### src/rtl/fpnew_pkg.sv
// Shared types for the FP rounding back-end: rounding modes and the per-lane flag bundle.
package fpnew_pkg;

  typedef enum logic [2:0] {
    RNE = 3'b000,
    RTZ = 3'b001,
    RDN = 3'b010,
    RUP = 3'b011,
    RMM = 3'b100,
    ROD = 3'b101
  } roundmode_e;

  // The rounded magnitude travels beside this struct because its width is a module parameter.
  typedef struct packed {
    logic sign;
    logic exact_zero;
    logic inexact;
    logic carry;
  } round_lane_res_t;

endpackage

### src/rtl/fpnew_round_lane.sv
// Single-lane rounding decision and increment; purely combinational.
module fpnew_round_lane
  import fpnew_pkg::*;
#(
  parameter int unsigned AbsWidth  = 32,
  parameter int unsigned DiscWidth = 8
) (
  input  logic [AbsWidth-1:0]  abs_i,
  input  logic                 sign_i,
  input  logic [DiscWidth-1:0] disc_i,
  input  logic                 eff_sub_i,
  input  logic                 lane_en_i,
  input  roundmode_e           rnd_mode_i,
  output logic [AbsWidth-1:0]  abs_o,
  output round_lane_res_t      res_o
);

  logic                round_bit;
  logic                sticky;
  logic                round_up;
  logic                force_lsb;
  logic                exact_zero;
  logic                res_sign;
  logic [AbsWidth-1:0] sum;

  // Unknown mode encodings fall through to truncation so the result is never X.
  always_comb begin
    round_bit = disc_i[DiscWidth-1];
    sticky    = |disc_i[DiscWidth-2:0];
    round_up  = 1'b0;
    force_lsb = 1'b0;
    case (rnd_mode_i)
      RNE:     round_up = round_bit & (sticky | abs_i[0]);
      RTZ:     round_up = 1'b0;
      RDN:     round_up = (round_bit | sticky) & sign_i;
      RUP:     round_up = (round_bit | sticky) & ~sign_i;
      RMM:     round_up = round_bit;
      ROD:     force_lsb = round_bit | sticky;
      default: round_up = 1'b0;
    endcase

    sum = abs_i + {{(AbsWidth-1){1'b0}}, round_up};
    if (force_lsb) sum[0] = 1'b1;

    exact_zero = ~(|abs_i) & ~(round_bit | sticky);
    res_sign   = (exact_zero & eff_sub_i) ? (rnd_mode_i == RDN) : sign_i;

    abs_o            = lane_en_i ? sum : '0;
    res_o.sign       = lane_en_i & res_sign;
    res_o.exact_zero = lane_en_i & exact_zero;
    res_o.inexact    = lane_en_i & (round_bit | sticky);
    res_o.carry      = lane_en_i & round_up & (&abs_i);
  end

endmodule

### src/rtl/fpnew_rounding_pipe.sv
// Multi-lane rounding stage followed by an elastic valid/ready register chain with tag and flush.
module fpnew_rounding_pipe
  import fpnew_pkg::*;
#(
  parameter int unsigned AbsWidth    = 32,
  parameter int unsigned DiscWidth   = 8,
  parameter int unsigned NumLanes    = 2,
  parameter int unsigned NumPipeRegs = 1,
  parameter int unsigned TagWidth    = 4
) (
  input  logic                          clk_i,
  input  logic                          rst_i,
  input  logic                          flush_i,
  input  logic                          in_valid_i,
  output logic                          in_ready_o,
  input  logic [NumLanes*AbsWidth-1:0]  abs_value_i,
  input  logic [NumLanes-1:0]           sign_i,
  input  logic [NumLanes*DiscWidth-1:0] disc_bits_i,
  input  logic [NumLanes-1:0]           eff_sub_i,
  input  logic [NumLanes-1:0]           lane_mask_i,
  input  fpnew_pkg::roundmode_e         rnd_mode_i,
  input  logic [TagWidth-1:0]           tag_i,
  output logic                          out_valid_o,
  input  logic                          out_ready_i,
  output logic [NumLanes*AbsWidth-1:0]  abs_rounded_o,
  output logic [NumLanes-1:0]           sign_o,
  output logic [NumLanes-1:0]           exact_zero_o,
  output logic [NumLanes-1:0]           inexact_o,
  output logic [NumLanes-1:0]           carry_o,
  output logic [TagWidth-1:0]           tag_o,
  output logic                          busy_o
);

  localparam int unsigned DataWidth = NumLanes * (AbsWidth + 4) + TagWidth;

  logic [NumLanes*AbsWidth-1:0] rnd_abs;
  logic [NumLanes-1:0]          rnd_sign;
  logic [NumLanes-1:0]          rnd_zero;
  logic [NumLanes-1:0]          rnd_inexact;
  logic [NumLanes-1:0]          rnd_carry;

  for (genvar k = 0; k < NumLanes; k++) begin : gen_lane
    round_lane_res_t lane_res;

    fpnew_round_lane #(
      .AbsWidth  (AbsWidth),
      .DiscWidth (DiscWidth)
    ) i_round_lane (
      .abs_i      (abs_value_i[k*AbsWidth +: AbsWidth]),
      .sign_i     (sign_i[k]),
      .disc_i     (disc_bits_i[k*DiscWidth +: DiscWidth]),
      .eff_sub_i  (eff_sub_i[k]),
      .lane_en_i  (lane_mask_i[k]),
      .rnd_mode_i (rnd_mode_i),
      .abs_o      (rnd_abs[k*AbsWidth +: AbsWidth]),
      .res_o      (lane_res)
    );

    assign rnd_sign[k]    = lane_res.sign;
    assign rnd_zero[k]    = lane_res.exact_zero;
    assign rnd_inexact[k] = lane_res.inexact;
    assign rnd_carry[k]   = lane_res.carry;
  end

  // Index 0 is the combinational rounding result; 1..NumPipeRegs are registers.
  logic [DataWidth-1:0] stage_data  [NumPipeRegs+1];
  logic                 stage_valid [NumPipeRegs+1];
  logic                 stage_ready [NumPipeRegs+1];

  assign stage_data[0]  = {tag_i, rnd_carry, rnd_inexact, rnd_zero, rnd_sign, rnd_abs};
  assign stage_valid[0] = in_valid_i;
  assign stage_ready[NumPipeRegs] = out_ready_i;

  for (genvar s = 0; s < NumPipeRegs; s++) begin : gen_stage
    logic                 valid_q;
    logic [DataWidth-1:0] data_q;

    assign stage_ready[s]   = ~valid_q | stage_ready[s+1];
    assign stage_valid[s+1] = valid_q;
    assign stage_data[s+1]  = data_q;

    // Flush overrides any load; data only moves when a valid beat is actually taken.
    always_ff @(posedge clk_i or posedge rst_i) begin
      if (rst_i) begin
        valid_q <= 1'b0;
        data_q  <= '0;
      end else begin
        if (flush_i) begin
          valid_q <= 1'b0;
        end else if (stage_ready[s]) begin
          valid_q <= stage_valid[s];
        end
        if (stage_ready[s] && stage_valid[s]) begin
          data_q <= stage_data[s];
        end
      end
    end
  end

  always_comb begin
    busy_o = 1'b0;
    for (int s = 1; s <= NumPipeRegs; s++) begin
      busy_o = busy_o | stage_valid[s];
    end
  end

  assign in_ready_o  = stage_ready[0];
  assign out_valid_o = stage_valid[NumPipeRegs];
  assign {tag_o, carry_o, inexact_o, exact_zero_o, sign_o, abs_rounded_o} = stage_data[NumPipeRegs];

endmodule
### config.mk
export PLATFORM = sky130hd
export DESIGN_NAME = fpnew_rounding_pipe
export DESIGN_NICKNAME = d
export VERILOG_FILES = /design/src/rtl/fpnew_pkg.sv /design/src/rtl/fpnew_round_lane.sv /design/src/rtl/fpnew_rounding_pipe.sv
export SDC_FILE = /design/constraint.sdc
export NUM_CORES = 1
export LEC_CHECK = 0
export ABC_AREA = 1
export ABC_CLOCK_PERIOD_IN_PS = 4100
export BUFFER_PORTS_ARGS = -buffer_cell sky130_fd_sc_hd__buf_2
export CORE_UTILIZATION = 45
export DETAILED_ROUTE_END_ITERATION = 12
export GPL_TIMING_DRIVEN = 0
export PLACE_DENSITY = 0.71
export SYNTH_ARGS = -nofsm -noshare
export SYNTH_HDL_FRONTEND = slang
export SYNTH_SLANG_ARGS = --single-unit
### constraint.sdc
create_clock -name clk_i -period 4.1 [get_ports clk_i]
set_clock_uncertainty 0.15 [all_clocks]
set_input_delay 0.205 -clock clk_i [delete_from_list [all_inputs] [get_ports clk_i]]
set_output_delay 0.205 -clock clk_i [all_outputs]
set_load 0.005 [all_outputs]
Word-level counts from Yosys, hierarchy flattened
Cells that the tools add are included.
{"block": "totals", "output_inout_bits": 79, "memories": 0, "wordCells": 61, "latch_bits": 0, "rom_bits": 0, "ff_bits": 77, "mem_bits_rw": 0}
{"block": "op_classes", "shift": 0, "add_sub_neg": 2, "mul": 0, "eq_ne": 4, "n_div": 0, "order_cmp": 0, "mux": 12, "bitwise_logic": 32, "reduce_logical": 9}
{"cell": "adder 32 x 1 -> 32 bit", "n": 2}
{"cell": "2-to-1 mux 32 bit", "n": 2}
{"cell": "AND reduction 32 bit", "n": 2}
{"cell": "OR reduction 32 bit", "n": 2}
{"cell": "bitwise AND 1 bit", "n": 20}
{"cell": "OR reduction 7 bit", "n": 2}
{"cell": "2-to-1 mux 1 bit", "n": 8}
{"cell": "one-hot mux 1 bit (4 select lines)", "n": 2}
{"cell": "inverter 1 bit", "n": 7}
{"cell": "equality test 3 x 2 -> 1 bit (second input constant)", "n": 2}
{"cell": "equality test 3 bit (second input constant)", "n": 2}
{"cell": "OR 1 bit", "n": 5}
{"cell": "zero test 3 bit", "n": 1}
{"cell": "nonzero test 2 bit", "n": 1}
{"cell": "logical AND 1 bit", "n": 1}

Depth between registers and ports, before layout
Gate-level depths: netlist of run 1.
{"block": "logic_depth", "ltp_word": 7, "mapped_depth": 17, "ltp_nobuf": 17}

By module
From an unflattened synthesis of run 1, not the netlist that was laid out.
{"block": "unflattened", "hier_cells": 963, "hier_area_um2": 6009.5}
{"module": "fpnew_rounding_pipe", "cells_per_inst": 337, "seq_area_each_um2": 1926.8, "area_each_um2": 3081.7, "instances": 1}
{"module": "fpnew_round_lane", "cells_per_inst": 313, "seq_area_each_um2": 0.0, "area_each_um2": 1463.9, "instances": 2}

Worst setup path after synthesis of run 1
OpenSTA, ideal clock, no wires.
{"block": "synth_timing", "kind": "in2reg", "start": "input port disc_bits_i[14]", "end": "register gen_stage[0].data_q[35]", "setup_slack_ns": 2.248, "n_path_buf": 0, "arrival_ns": 1.580, "setup_time_ns": 0.122, "required_ns": 3.828, "cell_stages": 11, "cell_sequence": "inv_1 > nand2_1 > nor2_1 > nand3_1 > o211ai_1 > nand2_1 > ha_1 > nand2_2 > nor2_4 > or2_2 > a32o_1"}
{"block": "synth_between", "elab_chain_len": 6}
{"element": "from (decl)", "line_no": "fpnew_rounding_pipe.sv:18", "text": "input logic [NumLanes*DiscWidth-1:0] disc_bits_i,"}
{"element": "OR reduction 7 bit (*)", "line_no": "fpnew_round_lane.sv:29", "text": "sticky = |disc_i[DiscWidth-2:0];"}
{"element": "OR 1 bit (on tied branches)", "line_no": "fpnew_round_lane.sv:35, fpnew_round_lane.sv:36, fpnew_round_lane.sv:33"}
{"element": "bitwise AND 1 bit (on tied branches)", "line_no": "fpnew_round_lane.sv:36, fpnew_round_lane.sv:33, fpnew_round_lane.sv:35"}
{"element": "one-hot mux 1 bit (4 select lines) (*)", "line_no": "fpnew_round_lane.sv:32", "text": "case (rnd_mode_i)"}
{"element": "adder 32 x 1 -> 32 bit (*)", "line_no": "fpnew_round_lane.sv:42", "text": "sum = abs_i + {{(AbsWidth-1){1'b0}}, round_up};"}
{"element": "2-to-1 mux 32 bit (*)", "line_no": "fpnew_round_lane.sv:48", "text": "abs_o = lane_en_i ? sum : '0;"}
{"element": "to (signal assigned)", "line_no": "fpnew_rounding_pipe.sv:94", "text": "data_q <= stage_data[s];"}
{"element": "to (decl)", "line_no": "fpnew_rounding_pipe.sv:76", "text": "logic [DataWidth-1:0] data_q;"}
Every way passes the cells marked *; elsewhere a longest branch is shown, timed or not.
A chain may end at the register's enable or synchronous reset.

Final worst setup path of run 1
{"block": "layout_timing", "start": "register gen_stage[0].valid_q, in the netlist busy_o", "end": "register gen_stage[0].data_q[36]"}
{"block": "layout_between", "elab_chain_len": 3}
{"element": "from (decl)", "line_no": "fpnew_rounding_pipe.sv:75", "text": "logic valid_q;"}
{"element": "from (signal assigned)", "line_no": "fpnew_rounding_pipe.sv:91", "text": "valid_q <= stage_valid[s];"}
{"element": "inverter 1 bit", "line_no": "fpnew_rounding_pipe.sv:78", "text": "assign stage_ready[s] = ~valid_q | stage_ready[s+1];"}
{"element": "OR 1 bit", "line_no": "fpnew_rounding_pipe.sv:78"}
{"element": "logical AND 1 bit", "line_no": "fpnew_rounding_pipe.sv:93", "text": "if (stage_ready[s] && stage_valid[s]) begin"}
Every way passes these cells.

==> summary.md, run 1 <==
| Metric | Value |
|---|---|
| Period utilization | 46.8% |
| Die width | approximately 110 µm |
| Hold Path Class | input pin to flop |
| Remaining Overflow, GRT | 0 |
| Slew @ Worst Pin | roughly 690 ps |
| Post-synth top area share | 36.1% |
| Ys async rst share | between 90% and 100% |
| Final nets | between 1k and 1.5k |
| Die Ht | around 110 µm |
| Iteration count of the initial detailed-routing pass | 5 |
| Avg Cell Area, Syn | around 6.4 µm² |
| Post-synth top area cell | dfrtp_1 |
| CTS Sinks | 77 |
| Fin Setup TNS | 0 ps |
| Final ANT Viol Nets | 0 |
| Synth Register Bits | 77 |
| Maxcap violations | 0 |
| FMAX | between 500 and 600 MHz |
| Final cell count without fillers | 1171 |
| Crit start category | flop |
| Count of cell types in the netlist | 40 |
| Internal power | roughly 1.4 mW |
| Die area | approximately 12000 µm² |
| Synthesized cell area | 5340 µm² |
| Clock tree buffer depth | 2 |
| Sw frac | 31.1% |
| Status | complete, no violations |
| Cell count after synthesis | 828 |
| Critical Path RT | between 4000 and 5000 ps |
| Inserted Diodes | 0 |
| Worst Setup Path Type | flop to flop |
| Max IR drop VDD | around 180 µV |
| Initial DRC Count | approximately 480 |
| Slew Limit Fails | 0 |
| Yosys warnings | 0 |
| Placer Congestion | about 0.96 |
| Residual DRC | 0 |
| Clock Pin Slew Worst Setup and Hold Paths | about 60 ps |
| Initial antenna violation count | 0 |
| TritonCTS Buffers | 9 |
| # rows | 39 |
| Comb power frac | between 20% and 30% |
| CTS tree | done |
| Initial Util | 46.5% |
| Share of cells above drive strength 1 | between 20% and 30% |
| Ranking of synthesized cells by area | dfrtp_1 (36%), nand2_1 (21%), nor2_1 (8.0%), inv_1 (6.8%), nand3_1 (4.8%) |
| Placed Cells incl. Taps | 1148 |
| Crit end category | flop |
| GRT Overall Usage | slightly below 30% |
| Post-DP HPWL | 14.0 mm |
| Final Hold Vio Count | 0 |
| Slew headroom | a little over half |
| Main flop type after synthesis | dfrtp_1 |
| Root buf cell | clkbuf_16 |
| Postcts setup bufs | 0 |
| Final setup fails | 0 |
| Largest net degree at the start of global routing | 43 |
| Hold_buf cts | 7 |
| Post-CTS sizing | 0 |
| EDFF count, synth | 0 |
| IO Port Bufs | between 150 and 200 |
| Clk pwr share | 37.2% |
| H-tree levels | 3 |
| Leak pwr | 3.63 nW |
| Worst EP arrival | around 2000 ps |
| Global-route wire length before repair | around 28 mm |
| Hold_ws | 11.6 ps |
| Unrepaired setup endpoints after global routing | false |
| Flop pwr share | 42.7% |
| Syn nets | 930 |
| Avg WL per Cell | 14.9 µm |
| Tot Pwr | about 2 mW |
| Worst skew pair latency | roughly 340 ps |
| Number of global-route vias before repair | approximately 5.7k |
| Worst-path fanout max | 10 |
| Sequential share of the synthesized area | 36.1% |
| Routed wire length | 17.4 mm |
| Vias per inst | around 5.1 |
| Cell Pwr Density | 301 nW/µm² |
| IO Pins | about 180 |
| Total net switching power | 0.633 mW |
| Core area | 11500 µm² |
| Area Growth Syn to Fin | 26.6% |
| Vias | about 6k |
| Post-place instance area | 6420 µm² |
| Post-route cell area | ~6800 µm² |
| Period minus WS final | roughly 1900 ps |
==> placed cells by master (no fill, tap or decap), types with 3 or more instances in the layout <==
cell type / n
o211ai_1: 7
nand2_1: 296
nand2_4: 3
nand2_2: 8
buf_4: 3
nand3_1: 51
inv_2: 4
clkinvlp_4: 4
buf_2: 180
o21ai_1: 13
a32o_1: 5
ha_1: 4
nor3_1: 15
o21ai_0: 41
inv_1: 96
nor2_2: 11
clkbuf_16: 9
dfrtp_1: 77
nor2_1: 114
a21oi_1: 15
nand4_1: 19
nor2_4: 10
or2_2: 3
clkbuf_1: 5
dlygate4sd3_1: 7
==> path summary, 6_finish.rpt <==
kind / to / slack (ps) / cells past startpoint / start
worst max-delay path: gen_stage[0].data_q[36] / 2180 / 6 / busy_o
max in group asynchronous: gen_stage[0].data_q[36] / 2920 / 4 / rst_i
min in group asynchronous: gen_stage[0].data_q[25] / 290 / 3 / rst_i
worst max register to register: gen_stage[0].data_q[36] / 2180 / 6 / busy_o
worst min-delay path: gen_stage[0].data_q[62] / 10 / 3 / lane_mask_i[1]
worst min register to register: gen_stage[0].data_q[75] / 320 / 2 / gen_stage[0].data_q[75]
==> registers in the layout, indices dropped and copies added (netlist names) <==
register / cells
busy_o: 1
gen_stage.data_q: 76
==> logic make-up (layout without fill, tap and decap cells) <==
group | after synthesis | after routing | share of synthesized area [%]
XOR/XNOR | 2 | 2 | 0.328
AND/OR/NAND/NOR | 539 | 539 | 44.1
AO/OA/AOI/OAI | 90 | 90 | 9.71
flip-flops | 77 | 77 | 36.1
buffers and inverters | 116 | 316 | 8.79
adder cells (fa/ha/maj) | 4 | 4 | 0.938
==> cell type report <==
class / instances / area (µm²)
clock buffer: 10 / 229
fill: 1156 / 4710
multi-input combinational: 635 / 2940
inverter: 102 / 385
buffer: 14 / 86.3
sequential: 77 / 1930
tap: 143 / 179
timing repair buffer: 184 / 971
clock inverter: 6 / 40.0
==> stage by stage <==
step	worst slack (ps)	utilization [%]
detailed placement	1860	56.0
CTS	2180	58.9
floorplan	1780	-
global placement	800	55.8
finish	2180	58.9
global route	1930	58.9
==> cell usage after synthesis (3+ instances only) <==
| cell type | number |
|---|---|
| nand2_2 | 8 |
| a21oi_1 | 15 |
| nor2_4 | 10 |
| ha_1 | 4 |
| nand4_1 | 19 |
| clkbuf_1 | 4 |
| o211ai_1 | 7 |
| nor3_1 | 15 |
| or2_2 | 3 |
| inv_1 | 97 |
| buf_4 | 3 |
| buf_2 | 4 |
| nand2_1 | 296 |
| nor2_2 | 11 |
| dfrtp_1 | 77 |
| nand2_4 | 3 |
| a32o_1 | 5 |
| nand3_1 | 51 |
| o21ai_1 | 13 |
| inv_2 | 4 |
| nor2_1 | 114 |
| o21ai_0 | 41 |
==> worst max-delay path: stages (launching register included) <==
cell	delay [ps]
dfrtp_1	410
a21oi_2	280
nand2_2	240
clkinv_1	240
buf_4	240
o21ai_0	100
o21ai_0	160
==> power by group through the flow <==
| stage | clock network [mW] | logic (mW) | registers (mW) |
|---|---|---|---|
| floorplan | 0 | 0.189 | 0.885 |
| global placement | 0 | 0.399 | 0.880 |
| detailed placement | 0 | 0.405 | 0.881 |
| CTS | 0.757 | 0.413 | 0.868 |
| global route | 0.791 | 0.461 | 0.876 |
| finish | 0.756 | 0.410 | 0.868 |
==> metal layers <==
layer	share of wire, %	wire (µm)	up-vias	global-route usage, %
li1	-	-	3017	-
met1	41	7230	2681	36.2
met2	48	8400	253	50.8
met3	6.5	1140	40	3.17
met4	3.8	668	0	14.6
met5	0	0	-	0
No activity file was read; power rests on OpenSTA's default activity.
==> run 2, diff against run 1 <==
- ABC_CLOCK_PERIOD_IN_PS: 4100 -> 1600
- PLACE_DENSITY: 0.71 -> 0.74
- clock period: 4.1 -> 1.6 ns (I/O delays scaled with it)
==> summary.md, run 2 (synthesis gave the netlist of run 1 again) <==
| Metric | Value |
|---|---|
| Inserted Diodes | 0 (unchanged) |
| Commonest non-fill, non-tap cell in the layout | nand2_1 |
| Area Growth Syn to Fin | 56.1% |
| Worst stage delay on the critical path | 210 ps (-200 ps) |
| Final setup fails | 3 (+3) |
| Final nets | 1225 (+8.9%) |
| Share of cells above drive strength 1 | 33.7% (+9.7 points) |
| Period utilization | 101% |
| Slew headroom | 64.5% (+11 points) |
| Die Ht | 111 µm (unchanged) |
| Max reg flops | 76 (unchanged) |
| Placer Congestion | 0.956 (-0.47%) |
| Final ANT Viol Nets | 0 (unchanged) |
| Placed Cells incl. Taps | 1149 (+0.087%) |
| Most frequent cells in the layout | nand2_1 (280), buf_2 (166), nor2_1 (82), dfrtp_1 (77), inv_1 (74) |
| Period minus WS final | roughly 1600 ps |
| Core area | 11500 µm² (unchanged) |
| Hold_ws | -21.7 ps (-33.3 ps) |
| Post-place instance area | 6560 µm² (+2.1%) |
| Avg WL per Cell | 15.8 µm (+6.0%) |
| Max IR drop VDD | 574 µV (+220%) |
| CTS tree | done |
| Crit path max-delay cell type | ha_2 |
| Iteration count of the initial detailed-routing pass | 5 (unchanged) |
| IO Pins | 177 (unchanged) |
| Die width | 111 µm (unchanged) |
| Worst Setup Path Type | input pin to flop |
| Slew @ Worst Pin | 529 ps (-162 ps) |
| # rows | 39 (unchanged) |
| Critical Path RT | 1720 ps (-2480 ps) |
| IO Port Bufs | 176 (unchanged) |
| Worst EP arrival | 1740 ps (-280 ps) |
| Tot Pwr | 5.57 mW (+170%) |
| Slew Limit Fails | 0 (unchanged) |
| Cell Pwr Density | 669 nW/µm² (+120%) |
| Die area | 12300 µm² (unchanged) |
| Clock tree buffer depth | 2 (unchanged) |
| Status | complete, but fails checks |
| Crit start category | input pin |
| Final Hold Vio Count | 1 (+1) |
| Initial antenna violation count | 0 (unchanged) |
| CP most frequent cell | nand2_1 |
| Initial Util | 46.5% (unchanged) |
| GRT Overall Usage | 32.2% (+2.8 points) |
| Global-route wire length before repair | 31.6 mm (+12%) |
| R2R depth | 6 (unchanged) |
| Unrepaired setup endpoints after global routing | true |
| Violated checks | negative hold slack, negative setup slack |
| Crit end category | flop |
| CTS Sinks | 77 (unchanged) |
| Number of global-route vias before repair | 6584 (+16%) |
| Vias | 6693 (+12%) |
| Clock Pin Slew Worst Setup and Hold Paths | 60 ps (about the same) |
| Final setup margin | -15.0 ps (-2200 ps) |
| Post-route cell area | 8330 µm² (+23%) |
| TritonCTS Buffers | 9 (unchanged) |
| FMAX | slightly above 600 MHz |
| Layout filler cell count | 917 (-21%) |
| Vias per inst | 5.27 (+3.1%) |
| Final cell count without fillers | 1269 (+8.4%) |
| Fin Setup TNS | -23.7 ps (-23.7 ps) |
| Remaining Overflow, GRT | 0 (unchanged) |
| Post-DP HPWL | 13.9 mm (-0.73%) |
| Largest net degree at the start of global routing | 32 (-26%) |
| Routed wire length | 20.0 mm (+15%) |
| Biggest register | gen_stage.data_q |
| Residual DRC | 0 (unchanged) |
| Hold path depth | 3 (unchanged) |
| Leak pwr | 4.27 nW (+17%) |
| Worst skew pair latency | 340 ps (about the same) |
| Root buf cell | clkbuf_16 |
| H-tree levels | 3 (unchanged) |
| Final Util | 72.7% (+14 points) |
| Hold Path Class | input pin to flop |
| Crit path cell chain | buf_8, inv_6, nand2_4, a21oi_2, o211ai_1, nand2_1, ha_2, nand2_4, nor2_4, nand3b_4, inv_2, nand3_2, nand2_1, nand2_1, o21ai_2 |
| Maxcap violations | 0 (unchanged) |
| Initial DRC Count | 430 (-10%) |
| Worst-path fanout max | 5 (-5) |
run 2: per-stage QoR:
step                      worst slack [ps]  hold slack (ps)
final                                -15.0            -21.7
after detailed placement              -478            -41.5
after floorplan                      -79.0            -6.86
after CTS                            -3.34             1.23
after global placement                -471             81.0
after global routing                  -121            -11.0
run 2: final cells by class:
| cell class | count | area [µm²] | area share [%] |
|---|---|---|---|
| tap | 143 | 179 | 2.15 |
| clock inverter | 2 | 10.0 | 0.120 |
| inverter | 102 | 474 | 5.69 |
| sequential | 77 | 1930 | 23.1 |
| clock buffer | 12 | 256 | 3.08 |
| multi-input combinational | 635 | 3360 | 40.4 |
| timing repair buffer | 283 | 1990 | 23.8 |
| buffer | 14 | 128 | 1.53 |
| timing repair inverter | 1 | 6.26 | 0.0751 |
run 2: final timing paths:
kind	from	to	slack, ps
min	abs_value_i[33]	gen_stage[0].data_q[33]	-20
min in group asynchronous	rst_i	gen_stage[0].data_q[10]	140
max	rnd_mode_i[2]	gen_stage[0].data_q[18]	-20
max reg2reg	busy_o	gen_stage[0].data_q[70]	-20
max in group asynchronous	rst_i	gen_stage[0].data_q[73]	430
min reg2reg	gen_stage[0].data_q[72]	gen_stage[0].data_q[72]	310
run 2: where the power goes:
group,total [mW],switching [mW],internal (mW)
Combinational,1.42,0.772,0.649
Sequential,2.23,0.100,2.13
Clock,1.92,0.811,1.11
Total,5.57,1.68,3.89
run 2: timing repair:
| action | CTS | global route |
|---|---|---|
| buffers inserted | 17 | 20 |
| cloned | 0 | 3 |
| gates resized for setup | 27 | 130 |
| pin swaps | 11 | 45 |
| hold buffers | 67 | 0 |
| hold endpoints to repair | 110 | 0 |
| setup endpoints to repair | 63 | 70 |
run 2: worst max-delay path, delay by kind of cell:
family	cells	cell delay, ps
AO/OA/AOI/OAI	3	320
adder cells (fa/ha/maj)	1	210
AND/OR/NAND/NOR	8	870
buffers and inverters	3	240
run 2: routing by layer:
metal / wire length (µm) / vias up / track usage (%) / part of all wire [%]
li1: - / 3227 / - / -
met1: 7620 / 3065 / 37.7 / 38
met2: 9990 / 331 / 56.6 / 50
met3: 1500 / 70 / 5.41 / 7.5
met4: 912 / 0 / 16.0 / 4.6
met5: 0 / - / 0 / 0
==> run 3, diff against run 2 <==
- ABC_AREA: 1 -> 0
- CORE_UTILIZATION: 45 -> 44
- PLACE_DENSITY: 0.74 -> 0.76
==> summary.md, run 3 <==
| Metric | Value |
|---|---|
| Unrepaired setup endpoints after global routing | true |
| Post-synth top area share | 43.6% (+7.5 points) |
| Number of global-route vias before repair | 5115 (-22%) |
| Period utilization | 133% (+32 points) |
| Period minus WS final | 2130 ps (+515 ps) |
| Leak pwr | 3.40 nW (-20%) |
| Final setup margin | -530 ps (-515 ps) |
| Worst-path fanout max | 5 (unchanged) |
| Slew @ Worst Pin | 819 ps (+290 ps) |
| Critical Path RT | 1700 ps (-20 ps) |
| Synth Register Bits | 77 (unchanged) |
| IO Port Bufs | 175 (-0.57%) |
| Area Growth Syn to Fin | 67.4% |
| Synthesized cell area | 4420 µm² (-17%) |
| Crit end category | flop |
| Initial antenna violation count | 1 (+1) |
| Initial Util | 45.2% (-1.3 points) |
| Die width | 102 µm (-7.8%) |
| Worst stage delay on the critical path | 530 ps (+320 ps) |
| Crit path max-delay cell type | or4b_4 |
| Most numerous cell in the Yosys netlist | nand2_1 |
| Worst skew pair latency | 370 ps (+30 ps) |
| Status | complete, but fails checks |
| Iteration count of the initial detailed-routing pass | 5 (unchanged) |
| Routed wire length | 17.3 mm (-14%) |
| TritonCTS Buffers | 9 (unchanged) |
| Die Ht | 102 µm (-7.8%) |
| Commonest non-fill, non-tap cell in the layout | buf_2 |
| Hold_ws | -30.7 ps (-9.01 ps) |
| CTS Sinks | 77 (unchanged) |
| # rows | 36 (-7.7%) |
| Final Hold Vio Count | 2 (+1) |
| Hold_buf cts | 81 (+21%) |
| Slew headroom | 45.3% (-19 points) |
| Initial DRC Count | 343 (-20%) |
| Vias | 5266 (-21%) |
| EDFF count, synth | 0 (unchanged) |
| Fin Setup TNS | -25150 ps (-25120 ps) |
| Cell Pwr Density | 685 nW/µm² (+2.4%) |
| Most frequent cells in the layout | buf_2 (172), nand2_1 (81), dlygate4sd3_1 (80), dfrtp_1 (77), o21ai_1 (59) |
| Residual DRC | 0 (unchanged) |
| Vias per inst | 5.71 (+8.3%) |
| Ranking of synthesized cells by area | dfrtp_1 (44%), xnor2_1 (7.9%), nand2_1 (7.8%), o21ai_0 (5.8%), nor4_1 (4.8%) |
| Cell count after synthesis | 499 (-40%) |
| Post-Synth XOR/XNOR Area | 12.7% (+12 points) |
| Final nets | 885 (-28%) |
| Core area | 9770 µm² (-15%) |
| Remaining Overflow, GRT | 0 (unchanged) |
| Sequential share of the synthesized area | 43.6% (+7.5 points) |
| Max reg flops | 76 (unchanged) |
| Clock Pin Slew Worst Setup and Hold Paths | 80 ps (+20 ps) |
| Largest family of logic cells by synthesized area | simple AND/OR/NAND/NOR gates |
| Clock tree buffer depth | 2 (unchanged) |
| Avg Cell Area, Syn | 8.85 µm² (+37%) |
| Main flop type after synthesis | dfrtp_1 |
| Final setup fails | 65 (+62) |
| Count of cell types in the netlist | 39 (-2.5%) |
| Syn nets | 601 (-35%) |
| Worst EP arrival | 2230 ps (+490 ps) |
| Largest net degree at the start of global routing | 42 (+31%) |
| Mux cell area share after synthesis | 1.47% (+1.5 points) |
| Root buf cell | clkbuf_8 |
| Max IR drop VDD | 391 µV (-32%) |
| Maxcap violations | 0 (unchanged) |
| Avg WL per Cell | 18.8 µm (+19%) |
| Placer Congestion | 0.912 (-4.5%) |
| Slew Limit Fails | 0 (unchanged) |
| Final cell count without fillers | 922 (-27%) |
| Final Util | 75.7% (+3.0 points) |
| Post-synth top area cell | dfrtp_1 |
| H-tree levels | 3 (unchanged) |
| Crit start category | input pin |
| Post-place instance area | 5650 µm² (-14%) |
| Simple-Gate Fraction of Synth Area | 27.5% (-17 points) |
| Yosys warnings | 0 (unchanged) |
| CTS tree | done |
| Ys async rst share | 100% (unchanged) |
| Post-route cell area | 7400 µm² (-11%) |
| Biggest register | gen_stage.data_q |
| Global-route wire length before repair | 25.4 mm (-19%) |
| FMAX | 469 MHz (-24%) |
| Die area | 10400 µm² (-15%) |
| Hold Path Class | input pin to flop |
| Crit path cell chain | buf_6, nor4_4, or4b_4, o311ai_4, nand2_2, ha_4, and3_4, buf_4, nand2_4, xor2_2, o21ai_1 |
| Placed Cells incl. Taps | 808 (-30%) |
| Final ANT Viol Nets | 0 (unchanged) |
| Post-DP HPWL | 10.5 mm (-25%) |
| Share of cells above drive strength 1 | 39.8% (+6.2 points) |
| GRT Overall Usage | 32.5% (+0.37 points) |
| Synth Area in Compound Gates | 9.80% (+0.092 points) |
| Most common library cells after synthesis | nand2_1 (92), dfrtp_1 (77), o21ai_0 (51), xnor2_1 (40), nor4_1 (34) |
| IO Pins | 177 (unchanged) |
| Worst Setup Path Type | input pin to flop |
| Violated checks | negative hold slack, negative setup slack |
| Synth Area in Adders | 1.13% (+0.19 points) |
==> run 3: cell count changes after synthesis, moves of 8 or more <==
cell	before	now
and4_1	0	11
o21ai_0	41	51
xor2_1	0	24
nand2_2	8	0
nand3_1	51	23
nor2_4	10	0
a21oi_1	15	3
xnor2_1	2	40
nor2_2	11	0
nor4_1	2	34
nor2_1	114	13
clkbuf_1	4	22
inv_1	97	13
nand2_1	296	92
==> run 3: cell type report <==
type,count,area (µm²)
Multi-Input combinational cell,384,2990
Fill cell,646,2380
Timing Repair Buffer,277,1930
Sequential cell,77,1930
Clock buffer,13,169
Tap cell,133,166
Buffer,21,119
Inverter,13,52.6
Clock inverter,3,42.5
Antenna cell,1,2.50
==> run 3: worst paths after layout <==
check / end / cells past startpoint / start / slack [ps]
setup / recovery: gen_stage[0].data_q[41] / 11 / disc_bits_i[13] / -530
hold / removal: gen_stage[0].data_q[68] / 3 / disc_bits_i[7] / -30
setup reg to reg: gen_stage[0].data_q[22] / 4 / busy_o / -70
hold reg to reg: gen_stage[0].data_q[66] / 1 / gen_stage[0].data_q[66] / 330
max in group asynchronous: gen_stage[0].data_q[75] / 4 / rst_i / 360
min in group asynchronous: gen_stage[0].data_q[37] / 3 / rst_i / 260
==> run 3: cells by family after synthesis <==
logic type                 after synthesis
AOI/OAI and AO/OA                       79
and+or+nand+nor                        230
adders and majority gates                4
xor gates and xnor gates                64
DFF                                     77
muxes                                    6
buffers and inverters                   39
==> run 3: where the power goes <==
part	internal (mW)	switching (mW)
registers	2.12	0.104
logic	0.578	0.643
clock network	0.848	0.768
total	3.55	1.51
==> run 3: per-stage QoR <==
step,setup WS [ps],power (mW)
floorplan,-797,2.64
global placement,-1140,3.13
detailed placement,-1190,3.17
CTS,-487,5.00
global route,-594,5.28
finish,-530,5.06
==> run 3: critical path, delay by kind of cell <==
family | cells | cell delay (ps)
AO/OA/AOI/OAI | 2 | 320
XOR/XNOR | 1 | 190
adder cells (fa/ha/maj) | 1 | 200
buffers and inverters | 2 | 240
AND/OR/NAND/NOR | 5 | 1190
==> run 3: metal layers <==
metal,vias to the layer above,global-route usage (%),part of all wire [%]
li1,2349,-,-
met1,2525,41.5,41
met2,296,51.0,47
met3,96,4.51,5.5
met4,0,23.2,6.5
met5,-,0,0
==> run 3: repair_timing <==
action / in CTS / in global routing
endpoints found under the setup margin: 76 / 70
setup buffers: 13 / 9
gates resized for setup: 101 / 45
endpoints found under the hold margin: 105 / 1
cloned: 2 / 0
pin swaps: 54 / 34
